[config.mk]
export PLATFORM = sky130hd
export DESIGN_NAME = pixel_readout_driver
export DESIGN_NICKNAME = d
export VERILOG_FILES = /design/src/rtl/pixel_readout_driver.sv
export SDC_FILE = /design/constraint.sdc
export NUM_CORES = 1
export LEC_CHECK = 0
export ABC_AREA = 1
export CAP_MARGIN = 20
export CORE_UTILIZATION = 40
export CTS_BUF_LIST = sky130_fd_sc_hd__clkbuf_4 sky130_fd_sc_hd__clkbuf_8
export DETAILED_ROUTE_END_ITERATION = 10
export GPL_ROUTABILITY_DRIVEN = 0
export SLEW_MARGIN = 0
export SYNTH_ARGS = -nofsm -noshare
export SYNTH_HDL_FRONTEND = slang
export SYNTH_SLANG_ARGS = --single-unit
[constraint.sdc]
create_clock -name clk -period 1.79 [get_ports clk]
set_clock_uncertainty 0.15 [all_clocks]
set_input_delay 0.2685 -clock clk [delete_from_list [all_inputs] [get_ports clk]]
set_output_delay 0.2685 -clock clk [all_outputs]
set_load 0.05 [all_outputs]
[src/rtl/pixel_readout_driver.sv]
// pixel_readout_driver: single-slope ADC for 2*N_SEL pixels plus pixel-databus transmitter.
// A conversion sweeps ramp_code from 0 to RAMP_MAX and latches each pixel's code on the first
// cycle its comparator reads high. Pixels that never fire store RAMP_MAX.
// The stored codes are then presented pairwise on pixData1/pixData2 under a one-hot read_select.
// Optional feature macro: PIX_BLACK_OFFSET_EN. It adds the black_level input and stores
// ramp_code - black_level, clamped at 0.
module pixel_readout_driver #(
    parameter int unsigned N_SEL    = 4,
    parameter int unsigned DATA_W   = 8,
    parameter int unsigned RAMP_MAX = 255
) (
    input  logic                 clk,
    input  logic                 reset,
    input  logic                 convert_start,
    input  logic [2*N_SEL-1:0]   cmp,
    input  logic                 read,
    input  logic [N_SEL-1:0]     read_select,
`ifdef PIX_BLACK_OFFSET_EN
    input  logic [DATA_W-1:0]    black_level,
`endif
    output logic [DATA_W-1:0]    pixData1,
    output logic [DATA_W-1:0]    pixData2,
    output logic [DATA_W-1:0]    ramp_code,
    output logic                 busy,
    output logic                 data_valid,
    output logic                 sel_error
);

    localparam int unsigned       NPix    = 2 * N_SEL;
    localparam logic [DATA_W-1:0] RampMax = DATA_W'(RAMP_MAX);

    typedef enum logic [1:0] {StIdle, StRamp, StReady} state_e;

    state_e              state_q, state_d;
    logic [DATA_W-1:0]   ramp_q, ramp_d;
    logic [DATA_W-1:0]   store_q [NPix];
    logic [DATA_W-1:0]   store_d [NPix];
    logic [NPix-1:0]     latched_q, latched_d;
    logic                sel_err_q, sel_err_d;
    logic [DATA_W-1:0]   code_val;
    logic                sel_onehot;
    logic                ramp_last;
    logic                restart;

`ifdef PIX_BLACK_OFFSET_EN
    logic [DATA_W-1:0]   black_q, black_d;
    assign code_val = (ramp_q >= black_q) ? (ramp_q - black_q) : '0;
`else
    assign code_val = ramp_q;
`endif

    assign sel_onehot = (read_select != '0) &&
                        ((read_select & (read_select - N_SEL'(1))) == '0);
    assign ramp_last  = (ramp_q == RampMax);
    // A start pulse is honoured everywhere except mid-ramp.
    assign restart    = convert_start && (state_q != StRamp);

    // Next-state: conversion sequencing, per-pixel latching and the illegal-read flag
    always_comb begin
        state_d   = state_q;
        ramp_d    = ramp_q;
        store_d   = store_q;
        latched_d = latched_q;
        sel_err_d = 1'b0;
`ifdef PIX_BLACK_OFFSET_EN
        black_d   = black_q;
`endif
        unique case (state_q)
            StIdle: begin
                state_d = StIdle;
            end
            StRamp: begin
                for (int i = 0; i < NPix; i++) begin
                    // On the final code every still-open pixel saturates.
                    if (!latched_q[i] && (cmp[i] || ramp_last)) begin
                        store_d[i]   = code_val;
                        latched_d[i] = 1'b1;
                    end
                end
                if (ramp_last) begin
                    state_d = StReady;
                    ramp_d  = '0;
                end else begin
                    ramp_d  = ramp_q + DATA_W'(1);
                end
            end
            StReady: begin
                sel_err_d = read && !sel_onehot;
                if (read && sel_onehot && read_select[N_SEL-1]) begin
                    state_d = StIdle;
                end
            end
            default: begin
                state_d = StIdle;
            end
        endcase
        // Start overrides a simultaneous last-pair read.
        if (restart) begin
            state_d   = StRamp;
            ramp_d    = '0;
            latched_d = '0;
`ifdef PIX_BLACK_OFFSET_EN
            black_d   = black_level;
`endif
        end
    end

    // State register with synchronous active-low reset
    always_ff @(posedge clk) begin
        if (!reset) begin
            state_q   <= StIdle;
            ramp_q    <= '0;
            latched_q <= '0;
            sel_err_q <= 1'b0;
            for (int i = 0; i < NPix; i++) begin
                store_q[i] <= '0;
            end
`ifdef PIX_BLACK_OFFSET_EN
            black_q   <= '0;
`endif
        end else begin
            state_q   <= state_d;
            ramp_q    <= ramp_d;
            latched_q <= latched_d;
            sel_err_q <= sel_err_d;
            for (int i = 0; i < NPix; i++) begin
                store_q[i] <= store_d[i];
            end
`ifdef PIX_BLACK_OFFSET_EN
            black_q   <= black_d;
`endif
        end
    end

    // Zero-latency pair mux; only a one-hot select in READY drives data
    always_comb begin
        pixData1 = '0;
        pixData2 = '0;
        if (state_q == StReady && sel_onehot) begin
            for (int k = 0; k < N_SEL; k++) begin
                if (read_select[k]) begin
                    pixData1 = store_q[2*k];
                    pixData2 = store_q[2*k+1];
                end
            end
        end
    end

    assign ramp_code  = ramp_q;
    assign busy       = (state_q == StRamp);
    assign data_valid = (state_q == StReady);
    assign sel_error  = sel_err_q;

endmodule

==> flow_summary_export.csv <==
group,metric,value,unit
logic_synthesis,ys_types,28,
logic_synthesis,synthSimpleGateAreaFrac,36.75,%
cts,cts_buffers,9,
hold_path,holdPathStages,3,
run_status,status,"finished with violations",
global_routing,grt_pass1_wl,19.97,mm
sta,post-route-period-util,109.3,%
hold_path,hp-start,"reset",
floorplan,initial_core_util,41.82,%
cts,clkTransAtPathRegs,0.09,ns
sta,min_period,1.957,ns
route,drc,0,
placed_design,post-place-ws,-0.4971,ns
worst_setup_path,arrival,1.54,ns
worst_setup_path,r2r-start,"ramp_code[0]",
sta,fmax,511.0,MHz
global_routing,grt_max_degree,67,
floorplan,die_w,106.6,um
logic_synthesis,synth_top_flop_cell,"dfxtp_1",
logic_synthesis,synth-async-reset-ratio,0,%
global_routing,antenna_found_initial,0,
floorplan,core.rowCount,37,
run,cap_violations,0,
floorplan,die_h,106.6,um
placed_design,portBuffers,42,
worst_setup_path,worstSetupPathType,"in -> out",
final_layout,drive_gt1_share,23.65,%
logic_synthesis,syn_area,4375,um^2
logic_synthesis,synth.ff_latch_count,83,
final_layout,nets,697,
logic_synthesis,synth_fa_ha_area_share,0.2860,%
sta,rsz0062_at_grt,"yes",
worst_setup_path,cp_slowest_stage_delay,0.25,ns
sta,setup_viol,16,
route,vias,4207,
logic_synthesis,synth-edff-count,0,
final_layout,n_antenna_cell,0,
route,first_pass_iters,5,
cts,clockBufferDepth,2,
route,wirelength,12.55,mm
logic_synthesis,synth_xor_xnor_area_share,0.2002,%
hold_path,hold_end,"ramp_code[1]",
worst_setup_path,cp_num_buf_inv,5,
global_routing,grt_pass1_vias,3809,
cts,htreeDepth,3,
worst_setup_path,endpoint_kind,"output pin",
global_routing,grt_usage,22.84,%
final_layout,area_delta_synth_final,27.17,%
logic_synthesis,synth_top_family_by_area,"simple AND/OR/NAND/NOR gates",
worst_setup_path,crit_fanout,7,
worst_setup_path,reg2reg_to,"store_q[23]",
power,vdd_ir_drop_max,436.5,uV
logic_synthesis,synthesis.nets,643,
cts,cts.sinks,83,
route,ant_nets,0,
hold_path,hp-class,"in -> reg",
cts,insertion_delay,0.35,ns
cts,cts_tree,"done",
logic_synthesis,yosysTopAreaCellShare,37.98,%
cts,cts_hold_repair.buffers,0,
worst_setup_path,crit_path_cell_trace,"dlygate4sd2_1 > buf_6 > nor2_4 > buf_4 > buf_16 > o211ai_1 > nand2_1 > nand2_2 > nor2_4 > buf_12",
power,powerDensity,736.6,nW/um^2
sta,hold_violations,0,
worst_setup_path,startpoint_type,"input port",
logic_synthesis,synth_area_leaders,"dfxtp_1, nand2_1, a21oi_1, nor2_1, nand3_1",
logic_synthesis,synth.top_cells.by_count,"nand2_1, nor2_1, a21oi_1",
logic_synthesis,syn-instance-count,626,
route,viasPerCell,5.124,
route,drt_iter0_markers,230,
sta,holdWs,0.1879,ns
run_status,violations,"setup timing",
logic_synthesis,avgSynthCellArea,6.990,um^2
logic_synthesis,synth.most_common_cell,"nand2_1",
sta,worst_slew_pin_slew,0.5029,ns
cts,cts_root_buf,"clkbuf_8",
logic_synthesis,synth_seq_area_share,37.98,%
worst_setup_path,crit_slowest_cell,"dlygate4sd2_1",
worst_setup_path,rrSetupSlack,0.05,ns
logic_synthesis,yosys.area.top_type,"dfxtp_1",
placed_design,hpwl,8.004,mm
route,wl_per_cell,15.29,um
worst_setup_path,cp_common_cell,"nor2_4",
sta,relSlewSlack,66.27,%
sta,worst_slack,-0.1668,ns
worst_setup_path,r2r_cells,9,
worst_setup_path,cp_top_family,"buffers and inverters",
logic_synthesis,synth_compound_area_share,14.47,%
floorplan,ios,43,
floorplan,fp.dieArea,11360,um^2
power,p_leak,2.314,nW
global_routing,globalRouteOverflowTotal,0,
worst_setup_path,critical_path_required,1.37,ns
logic_synthesis,yosys-mux-area-fraction,0,%
sta,drv_slew,0,
floorplan,core,10460,um^2
logic_synthesis,ys.warnings.count,0,
==> metrics by stage <==
stage | util [%] | std cells | power [mW] | cell area, um^2 | TNS, ns
5_1_grt | 53.18 | 821 | 4.312 | 5564 | -3.245
4_1_cts | 52.95 | 818 | 4.092 | 5540 | -3.108
3_3_place_gp | 48.98 | 796 | 2.754 | 5125 | -5.861
2_1_floorplan | - | 626 | 2.591 | 4420 | -3.125
6_report | 53.18 | 821 | 4.099 | 5564 | -2.157
3_5_place_dp | 48.98 | 796 | 2.765 | 5125 | -7.087
==> where the power goes <==
group          internal, mW  total, mW  switching, mW  leakage [nW]
combinational         0.317      0.777          0.461          1.53
sequential             1.95       2.01         0.0605         0.682
clock                 0.615       1.31          0.698         0.102
==> flip-flops by register name, summed over array words and instances (netlist names) <==
name,flops
latched_q,8
ramp_code,8
sel_error,1
state_q,2
store_q,64
==> timing repair <==
action / 4_1_cts / 5_1_grt
buffers inserted: 4 / 4
cloned: 2 / 1
pin swaps: 21 / 16
gates resized for setup: 45 / 18
setup endpoints to repair: 17 / 28
==> how the worst max path moves through the flow <==
stage | from | end | slack [ns] | depth (start not counted)
global route | read_select[2] | pixData1[7] | -0.21 | 10
floorplan | state_q[1] | pixData1[7] | -0.20 | 4
finish | read_select[2] | pixData1[7] | -0.17 | 10
global placement | read_select[1] | pixData2[1] | -0.41 | 9
detailed placement | read_select[0] | pixData2[1] | -0.50 | 7
CTS | state_q[1] | pixData2[4] | -0.19 | 7
==> worst min-delay path, cell delays in order <==
cell and delay [ns]:
buf_2 0.13, nand2_1 0.21, a21oi_1 0.06
==> cells by family (layout without fill, tap and decap cells) <==
| logic type | after synthesis | in the layout |
|---|---|---|
| AO/OA/AOI/OAI | 118 | 118 |
| AND/OR/NAND/NOR | 344 | 345 |
| XOR/XNOR | 1 | 1 |
| adder cells (fa/ha/maj) | 1 | 1 |
| flip-flops | 83 | 83 |
| buffers and inverters | 79 | 137 |
==> layer usage <==
layer | vias up | part of all wire (%) | GRT usage (%)
met1 | 1936 | 46 | 30.45
met5 | - | 0 | 0
met4 | 0 | 1.3 | 6.654
li1 | 2150 | - | -
met3 | 12 | 4.5 | 3.343
met2 | 109 | 48 | 38.20
==> area by class of cell <==
cell class | count | area, um^2
fill | 1017 | 4898
multi-input combinational | 465 | 2460
sequential | 83 | 1677
timing repair buffer | 79 | 908.4
tap | 136 | 170.2
clock buffer | 12 | 165.2
inverter | 42 | 160.2
clock inverter | 4 | 23.77
==> placed cells by master, fill, tap and decap left out, types with 2 or more instances in the layout <==
cell type and n:
dlygate4sd2_1 2, clkbuf_8 12, nor2_4 21, nand4_1 4, nand3_1 70, a21oi_1 95
clkdlybuf4s50_1 10, nand2_4 2, nor2_2 2, dfxtp_2 9, clkinv_2 3, clkinv_1 5
buf_4 39, dfxtp_1 73, nand2_8 9, buf_6 3, or2_2 15, inv_2 2
o21ai_0 3, inv_1 34, nand2_1 121, nor2_1 86, nand2_2 13, o211ai_1 15
buf_12 20, o21ai_2 2
Note: power is estimated with default switching activity, not from simulation.
